**config.mk**
```make
export PLATFORM = sky130hd
export DESIGN_NAME = lcd_score_display
export DESIGN_NICKNAME = d
export VERILOG_FILES = /design/src/rtl/lcd_score_display.sv
export SDC_FILE = /design/constraint.sdc
export NUM_CORES = 1
export LEC_CHECK = 0
export BUFFER_PORTS_ARGS = -buffer_cell sky130_fd_sc_hd__buf_2
export CORE_MARGIN = 1.5
export CORE_UTILIZATION = 34
export DETAILED_ROUTE_END_ITERATION = 10
export MAX_ROUTING_LAYER = met4
export PLACE_DENSITY = 0.54
export SLEW_MARGIN = 15
export SYNTH_ARGS = -nofsm -noshare
export SYNTH_HDL_FRONTEND = slang
export SYNTH_SLANG_ARGS = --single-unit
```
**constraint.sdc**
```tcl
create_clock -name Clock -period 3.8 [get_ports Clock]
set_clock_uncertainty 0.2 [all_clocks]
set_input_delay 0.19 -clock Clock [delete_from_list [all_inputs] [get_ports Clock]]
set_output_delay 0.19 -clock Clock [all_outputs]
set_load 0.02 [all_outputs]
```
**src/rtl/lcd_score_display.sv**
```systemverilog
// Purpose: drives a 16x2 HD44780 LCD (8-bit, write-only) with both pong scores on line 1 and a banner on line 2.
// Latency: power-up init takes T_POWERUP + 39 byte slots; a score refresh starts the cycle after IDLE sees the change.
// Backpressure: none; rst_lcd and score changes are latched and serviced once the current sequence finishes.
module lcd_score_display #(
    parameter int T_POWERUP = 1000000,
    parameter int T_EN      = 25,
    parameter int T_CMD     = 2500,
    parameter int T_CLR     = 100000
) (
    input  logic       Clock,
    input  logic       Reset_n,
    input  logic [2:0] score_p1,
    input  logic [2:0] score_p2,
    input  logic       rst_lcd,
    output logic [7:0] lcd_data,
    output logic       lcd_rs,
    output logic       lcd_rw,
    output logic       lcd_en,
    output logic       busy
);

    typedef enum logic [2:0] {PWR_WAIT, INIT, LINE1, LINE2, CLEAR, IDLE} state_t;

    localparam int TMAX = (T_POWERUP > T_EN + T_CLR) ? T_POWERUP : (T_EN + T_CLR);
    localparam int CW   = $clog2(TMAX + 1);
    localparam logic [CW-1:0] PWR_LAST = CW'(T_POWERUP - 1);
    localparam logic [CW-1:0] EN_LAST  = CW'(T_EN);
    localparam logic [CW-1:0] CMD_END  = CW'(T_EN + T_CMD);
    localparam logic [CW-1:0] CLR_END  = CW'(T_EN + T_CLR);
    localparam logic [127:0]  LINE1_TPL = "P1:0        P2:0";
    localparam logic [127:0]  BANNER    = "   PONG - GP3   ";

    state_t        state, state_nx;
    logic [4:0]    idx, idx_nx;
    logic [CW-1:0] cnt, cnt_nx;
    logic          from_full, from_full_nx;
    logic          pend_clr, pend_clr_nx;
    logic [2:0]    shown_p1, shown_p1_nx;
    logic [2:0]    shown_p2, shown_p2_nx;

    logic [7:0]    byte_dat;
    logic          byte_rs;
    logic [4:0]    last_idx;
    logic [3:0]    pos;
    logic          in_seq;
    logic          slot_end;

    always_ff @(posedge Clock or negedge Reset_n) begin
        if (!Reset_n) begin
            state     <= PWR_WAIT;
            idx       <= '0;
            cnt       <= '0;
            from_full <= 1'b0;
            pend_clr  <= 1'b0;
            shown_p1  <= '0;
            shown_p2  <= '0;
        end else begin
            state     <= state_nx;
            idx       <= idx_nx;
            cnt       <= cnt_nx;
            from_full <= from_full_nx;
            pend_clr  <= pend_clr_nx;
            shown_p1  <= shown_p1_nx;
            shown_p2  <= shown_p2_nx;
        end
    end

    // Byte of the current slot; index 0 of LINE1/LINE2 is the DDRAM address command.
    assign pos = 4'(idx - 5'd1);

    always_comb begin
        byte_dat = 8'h00;
        byte_rs  = 1'b0;
        last_idx = 5'd0;
        case (state)
            INIT: begin
                last_idx = 5'd4;
                case (idx)
                    5'd0, 5'd1: byte_dat = 8'h38;
                    5'd2:       byte_dat = 8'h0C;
                    5'd3:       byte_dat = 8'h01;
                    default:    byte_dat = 8'h06;
                endcase
            end
            LINE1: begin
                last_idx = 5'd16;
                if (idx == 5'd0) begin
                    byte_dat = 8'h80;
                end else begin
                    byte_rs = 1'b1;
                    if (pos == 4'd3)
                        byte_dat = 8'h30 + {5'd0, shown_p1};
                    else if (pos == 4'd15)
                        byte_dat = 8'h30 + {5'd0, shown_p2};
                    else
                        byte_dat = LINE1_TPL[{4'd15 - pos, 3'd0} +: 8];
                end
            end
            LINE2: begin
                last_idx = 5'd16;
                if (idx == 5'd0) begin
                    byte_dat = 8'hC0;
                end else begin
                    byte_rs  = 1'b1;
                    byte_dat = BANNER[{4'd15 - pos, 3'd0} +: 8];
                end
            end
            CLEAR:   byte_dat = 8'h01;
            default: byte_dat = 8'h00;
        endcase
    end

    assign in_seq   = (state != PWR_WAIT) && (state != IDLE);
    assign slot_end = (cnt == ((!byte_rs && byte_dat == 8'h01) ? CLR_END : CMD_END));

    assign lcd_data = byte_dat;
    assign lcd_rs   = byte_rs;
    assign lcd_rw   = 1'b0;
    assign lcd_en   = in_seq && (cnt != '0) && (cnt <= EN_LAST);
    assign busy     = (state != IDLE);

    always_comb begin
        state_nx     = state;
        idx_nx       = idx;
        cnt_nx       = cnt + 1'b1;
        from_full_nx = from_full;
        pend_clr_nx  = pend_clr;
        shown_p1_nx  = shown_p1;
        shown_p2_nx  = shown_p2;

        // Snapshot scores while the 0x80 command is being set up so a line never tears.
        if (state == LINE1 && idx == 5'd0 && cnt == '0) begin
            shown_p1_nx = score_p1;
            shown_p2_nx = score_p2;
        end

        case (state)
            PWR_WAIT: begin
                if (cnt == PWR_LAST) begin
                    state_nx = INIT;
                    cnt_nx   = '0;
                    idx_nx   = '0;
                end
            end
            IDLE: begin
                cnt_nx = '0;
                idx_nx = '0;
                if (pend_clr) begin
                    state_nx    = CLEAR;
                    pend_clr_nx = 1'b0;
                end else if (score_p1 != shown_p1 || score_p2 != shown_p2) begin
                    state_nx     = LINE1;
                    from_full_nx = 1'b0;
                end
            end
            default: begin
                if (slot_end) begin
                    cnt_nx = '0;
                    if (idx == last_idx) begin
                        idx_nx = '0;
                        case (state)
                            INIT, CLEAR: begin
                                state_nx     = LINE1;
                                from_full_nx = 1'b1;
                            end
                            LINE1:   state_nx = from_full ? LINE2 : IDLE;
                            default: state_nx = IDLE;
                        endcase
                    end else begin
                        idx_nx = idx + 5'd1;
                    end
                end
            end
        endcase

        // A request arriving in the same cycle IDLE consumes the old one still counts.
        if (rst_lcd && state != PWR_WAIT && state != INIT)
            pend_clr_nx = 1'b1;
    end

endmodule

```
# ---- Yosys cells after proc, flatten, opt, wreduce, memory -nomap -nowiden
# Cells that the tools add are included.
dict set report word_totals {
  regBits 36
  in_bits 9
  output_inout_bits 12
  word_cells 99
}
dict set report op_classes {
  add_sub_neg 6
  n_lt_le_gt_ge 1
  eq_ne 22
  shift 2
  mux 33
  bitwise 1
  reduce_logical 27
}
# op n
set op_table {}
lappend op_table {{128-bit by 8-bit variable part select with 8-bit output (first input constant)} 2}
lappend op_table {{20-bit two-way mux} 2}
lappend op_table {{20-bit case mux with 2 select lines} 1}
lappend op_table {{8-bit two-way mux} 4}
lappend op_table {{8-bit case mux with 4 select lines} 1}
lappend op_table {{20-bit by 1-bit adder with 20-bit output (second input constant)} 1}
lappend op_table {{20-bit by 17-bit equality test with 1-bit output} 1}
lappend op_table {{20-bit equality test (second input constant)} 1}
lappend op_table {{20-bit by 5-bit less-or-equal comparator with 1-bit output (second input constant)} 1}
lappend op_table {{20-bit logical NOT} 1}
lappend op_table {{5-bit case mux with 2 select lines} 2}
lappend op_table {{20-bit nonzero test} 1}
lappend op_table {{3-bit two-way mux} 6}
lappend op_table {{6-bit case mux with 3 select lines} 1}
lappend op_table {{17-bit two-way mux} 1}
lappend op_table {{5-bit two-way mux} 3}
lappend op_table {{6-bit by 3-bit adder with 7-bit output (first input constant)} 2}
lappend op_table {{3-bit case mux with 2 select lines} 2}
lappend op_table {{5-bit by 2-bit equality test with 1-bit output (second input constant)} 2}
lappend op_table {{1-bit two-way mux} 9}
lappend op_table {{3-bit nonzero test} 3}
lappend op_table {{8-bit by 1-bit equality test with 1-bit output (second input constant)} 1}
lappend op_table {{1-bit logical AND} 8}
lappend op_table {{2-bit nonzero test} 4}
lappend op_table {{other kinds (24)} 32}

# ---- Logic depth before layout (Yosys ltp)
dict set report logic_depth {
  depth_word 13
  ltp_mapped 16
  mapped_depth_nobuf 14
}

# ---- Least setup slack after synthesis
# No wires, ideal clock.
dict set report synth_path {
  path_kind {reg-to-reg}
  start {register idx[0]}
  end {register cnt[9]}
  setup_time_ns 0.119
  t_arrival_ns 3.114
  required_time_ns 3.481
  path_slack_ns 0.367
  stages_incl_launch_ff 17
  n_path_buf 2
  synth_period_minus_slack_ns 3.433
  path_cell_list {dfrtp_1 inv_1 ha_1 inv_1 ha_1 clkbuf_1 inv_1 ha_1 and3_1 a31o_2 o311ai_1 o221a_2 o211a_4 o21ai_4 a21oi_2 buf_4 nor2_1}
}
dict set report synth_via {
  elab_chain_cells 13
  word_cells_on_any_way 26
  cone_classes {add/sub: 2; eq/ne: 7; shift: 2; mux: 11; reduce/logical: 4}
}
# element line_no
set synth_rtl {}
lappend synth_rtl {{start: declaration} 34} ;# logic [4:0] idx, idx_nx;
lappend synth_rtl {{start signal: assignment} 59} ;# idx <= idx_nx;
lappend synth_rtl {{4-bit by 1-bit subtractor with 4-bit output} 69} ;# assign pos = 4'(idx - 5'd1);
lappend synth_rtl {{4-bit subtractor} {96, 105}}
lappend synth_rtl {{128-bit by 8-bit variable part select with 8-bit output} 96} ;# byte_dat = LINE1_TPL[{4'd15 - pos, 3'd0} +: 8];
lappend synth_rtl {{8-bit two-way mux} 93} ;# else if (pos == 4'd15)
lappend synth_rtl {{8-bit two-way mux} 91} ;# if (pos == 4'd3)
lappend synth_rtl {{8-bit two-way mux} 87} ;# if (idx == 5'd0) begin
lappend synth_rtl {{8-bit case mux with 4 select lines} 75} ;# case (state)
lappend synth_rtl {{8-bit by 1-bit equality test with 1-bit output} 114} ;# assign slot_end = (cnt == ((!byte_rs && byte_dat == 8'h01) ? CLR_END : CMD_END));
lappend synth_rtl {{1-bit logical AND *} 114}
lappend synth_rtl {{17-bit two-way mux *} 114}
lappend synth_rtl {{20-bit by 17-bit equality test with 1-bit output *} 114}
lappend synth_rtl {{20-bit two-way mux *} 157} ;# if (slot_end) begin
lappend synth_rtl {{20-bit case mux with 2 select lines *} 137} ;# case (state)
lappend synth_rtl {{net cnt_nx[9]} 35} ;# logic [CW-1:0] cnt, cnt_nx;
lappend synth_rtl {{end signal: assignment} 60} ;# cnt <= cnt_nx;
lappend synth_rtl {{end: declaration} 35}
# The timed path passes the listed nets; every way through them passes the cells marked *.
# A chain may end at the register's enable or synchronous reset.

# ---- Worst setup path after layout
dict set report layout_path {
  start {register idx[0]}
  end {register cnt[17]}
}
# Same word-level chain as after synthesis.

==> impl_metrics.yaml <==
critical_path:
  worst-path-max-fanout: 20
  reg2reg_from: "idx[0]"
  crit_path_cell_trace: "inv_1, ha_1, inv_1, ha_1, inv_1, ha_1, and3_1, a31o_2, o311ai_1, o221a_2, o211a_4, o21ai_4, a21oi_2, buf_6, nor2_1"
  critical_path_required_ps: 3770
  timing.critical_path.buf_inv: 4
  crit_type: "flop to flop"
  cpLargestDelayFamily: "compound AO/OA/AOI/OAI gates"
  worst_setup_path_startpoint: "idx[0]"
  slowest_stage: "sky130_fd_sc_hd__dfrtp_1"
  critPathCaptureType: "flop"
  max_stage_delay_ps: 470
  worst_setup_start_kind: "flop"
  arrival_ps: 3490
sta:
  tightestPinTransition_ps: 812
  layout_worst_path_cycle_share_pct: 92.5
  fmax_mhz: 285
  setup_violations: 0
  hold_ws_ps: 319
  final.setup.tns_ps: 0
  slew_violations: 0
  hold_viol: 0
  slew_headroom_pct: 45.9
  finalCriticalPeriod_ps: 3510
  grt_setup_unrepaired: "false"
  post-route-worst-setup-slack_ps: 285
clock_tree:
  cts_tree: "yes"
  cts_max_level: 2
  post_cts_setup_buffer_count: 0
  ctsRootBufferMaster: "sky130_fd_sc_hd__clkbuf_8"
  cts.sink_count: 36
  clkLatencyLatePin_ps: 280
  cts_buffer_depth: 2
  clkTransAtPathRegs_ps: 70
  cts_inserted_buffers: 5
routing:
  drt-wirelength-per-cell_um: 14.9
  drt_first_pass_iters: 4
  drtIter0Drc: 148
  totalWireLength_um: 6800
  routed-via-count: 2417
  postRouteAntennaNets: 0
  post-route-drc-count: 0
  routed_via_density: 5.30
power_and_ir_drop:
  pwr_density_cell_nw_per_um2: 408
  netSwitchingFraction_pct: 34.2
  power_report.internal_total_mw: 0.852
  p_sw_mw: 0.443
  total_power_mw: 1.29
  irDropWorstVdd_mv: 0.233
  clock_power_share_pct: 28.5
  pwr-share-seq_pct: 43.2
  power.leakage_nw: 1.42
  power.share.combinational_pct: 28.3
finish:
  utilization_after_layout_pct: 40.7
  stdcell_count: 456
  final_common_cell: "sky130_fd_sc_hd__nor2_1"
  final_nets: 372
  layout.cells.most_common_list: "sky130_fd_sc_hd__nor2_1 (41), sky130_fd_sc_hd__dfrtp_1 (36), sky130_fd_sc_hd__nand2_1 (31)"
  insertedDiodeCount: 0
  num-fill-cells: 837
  multiInputGateArea_sq_um: 1740
  area_growth_pct: 14.0
  area.sequential_sq_um: 901
  post-route-cell-area_sq_um: 3170
  drive_above_1_share_pct: 15.8
floorplanning:
  placementRows: 32
  die-area_sq_um: 8740
  fp.dieW_um: 93.5
  initial_core_util_pct: 35.7
  core_area_sq_um: 7810
  ios: 21
  die_height_um: 93.5
placed_design:
  placement.setup.worst_slack_ps: 290
  dpl-instance-area_sq_um: 2960
  numPlacedInstances: 440
  count_of_port_buffers_added_during_placement: 19
  gp_routability_congestion: 0.906
  post-dp-hpwl_um: 5080
grt:
  grt_remaining_overflow: 0
  initial_antenna_violation_count: 0
  grt_use_total_pct: 16.9
  grt_pass1_wl_um: 11400
  largest_net_degree_at_the_start_of_global_routing: 37
  vias_in_the_first_global_route: 2360
synthesis:
  netlist-cell-type-count: 68
  async_sr_flop_fraction_pct: 100
  synth-edff-count: 0
  ys_seq_elements: 36
  postSynthCellCount: 331
  synth_nets: 350
  ys_dominant_reg_cell: "sky130_fd_sc_hd__dfrtp_1"
  netlist_area_sq_um: 2780
  synth_sequential_area_ratio_pct: 32.4
  yosys_warnings: 0
  postSynthAreaPerCell_sq_um: 8.41
status:
  outcome: "finished clean"
job:
  max-cap-violations: 0
hold_path:
  hold_path_startpoint: "cnt[0]"
  min_path_type: "flop to flop"
[power groups by stage]
stage / sequential [mW] / clock, mW / combinational, mW
detailed placement: 0.567 / 0 / 0.358
floorplan: 0.505 / 0 / 0.318
finish: 0.559 / 0.370 / 0.366
CTS: 0.560 / 0.386 / 0.366
global placement: 0.568 / 0 / 0.356
global route: 0.576 / 0.394 / 0.415
[final timing paths]
path                               end  slack (ps)  depth (start not counted)
hold reg to reg                 cnt[0]         320                          1
max in group asynchronous  shown_p1[2]        2570                          2
min in group asynchronous      cnt[12]         330                          2
setup / recovery               cnt[17]         290                         15
setup reg to reg               cnt[17]         290                         15
hold / removal                  cnt[0]         320                          1
[sequential cells by signal, indices dropped and copies added (netlist names)]
| register | flops |
|---|---|
| idx | 5 |
| cnt | 20 |
| shown_p1 | 3 |
| from_full | 1 |
| pend_clr | 1 |
| shown_p2 | 3 |
| state | 3 |
[synth_stat cells, types with 3 or more instances]
| master | n | area share, % |
|---|---|---|
| sky130_fd_sc_hd__clkbuf_1 | 11 | 1.5 |
| sky130_fd_sc_hd__xnor2_1 | 8 | 2.5 |
| sky130_fd_sc_hd__nor3b_1 | 3 | 0.81 |
| sky130_fd_sc_hd__inv_1 | 15 | 2.0 |
| sky130_fd_sc_hd__a32oi_1 | 3 | 0.94 |
| sky130_fd_sc_hd__o21ai_0 | 17 | 3.1 |
| sky130_fd_sc_hd__and2_1 | 7 | 1.6 |
| sky130_fd_sc_hd__nor2b_1 | 3 | 0.67 |
| sky130_fd_sc_hd__buf_2 | 3 | 0.54 |
| sky130_fd_sc_hd__a21oi_1 | 8 | 1.4 |
| sky130_fd_sc_hd__nand4_1 | 4 | 0.90 |
| sky130_fd_sc_hd__xor2_1 | 17 | 5.3 |
| sky130_fd_sc_hd__nor3_1 | 6 | 1.1 |
| sky130_fd_sc_hd__or3_1 | 6 | 1.3 |
| sky130_fd_sc_hd__nor2_1 | 41 | 5.5 |
| sky130_fd_sc_hd__nand3_1 | 19 | 3.4 |
| sky130_fd_sc_hd__nand2_1 | 31 | 4.2 |
| sky130_fd_sc_hd__nor4_1 | 4 | 0.90 |
| sky130_fd_sc_hd__ha_1 | 10 | 4.5 |
| sky130_fd_sc_hd__o211ai_1 | 4 | 1.1 |
| sky130_fd_sc_hd__mux2_2 | 6 | 2.4 |
| sky130_fd_sc_hd__and3_1 | 9 | 2.0 |
| sky130_fd_sc_hd__dfrtp_1 | 36 | 32 |
[worst reg2reg max path, delay by kind of cell, from the launching register on]
kind                     cells  cell delay, ps
AO/OA/AOI/OAI                6            1140
adder cells (fa/ha/maj)      3             770
buffers and inverters        4             550
flip-flops                   1             470
AND/OR/NAND/NOR              2             270
[repair_timing]
item,4_1_cts,5_1_grt
gates resized for setup,0,2
hold endpoints to repair,43,0
hold buffers,8,0
endpoints found under the setup margin,0,13
[logic make-up after synthesis]
family | Yosys count | synth area share [%]
muxes | 6 | 2.43
AOI/OAI and AO/OA | 68 | 19.0
xor gates and xnor gates | 25 | 7.87
and+or+nand+nor | 152 | 28.4
other | 1 | 0.135
adders and majority gates | 10 | 4.49
DFF | 36 | 32.4
buffers and inverters | 33 | 5.39
[area by class of cell]
class	instances	share of cell area [%]
Inverter	15	1.77
Tap cell	102	4.02
Sequential cell	36	28.4
Timing Repair Buffer	33	7.06
Clock buffer	7	3.04
Multi-Input combinational cell	262	54.8
Clock inverter	1	0.946
[routing by layer]
layer	global-route usage (%)	up-vias	routed length (um)	share of wire, %
met5	-	-	0	0
met4	3.66	0	46	0.68
met3	2.76	6	235	3.5
met2	27.7	49	3250	48
met1	22.0	1137	3270	48
li1	-	1225	-	-
Note: power is estimated with default switching activity, not from simulation.
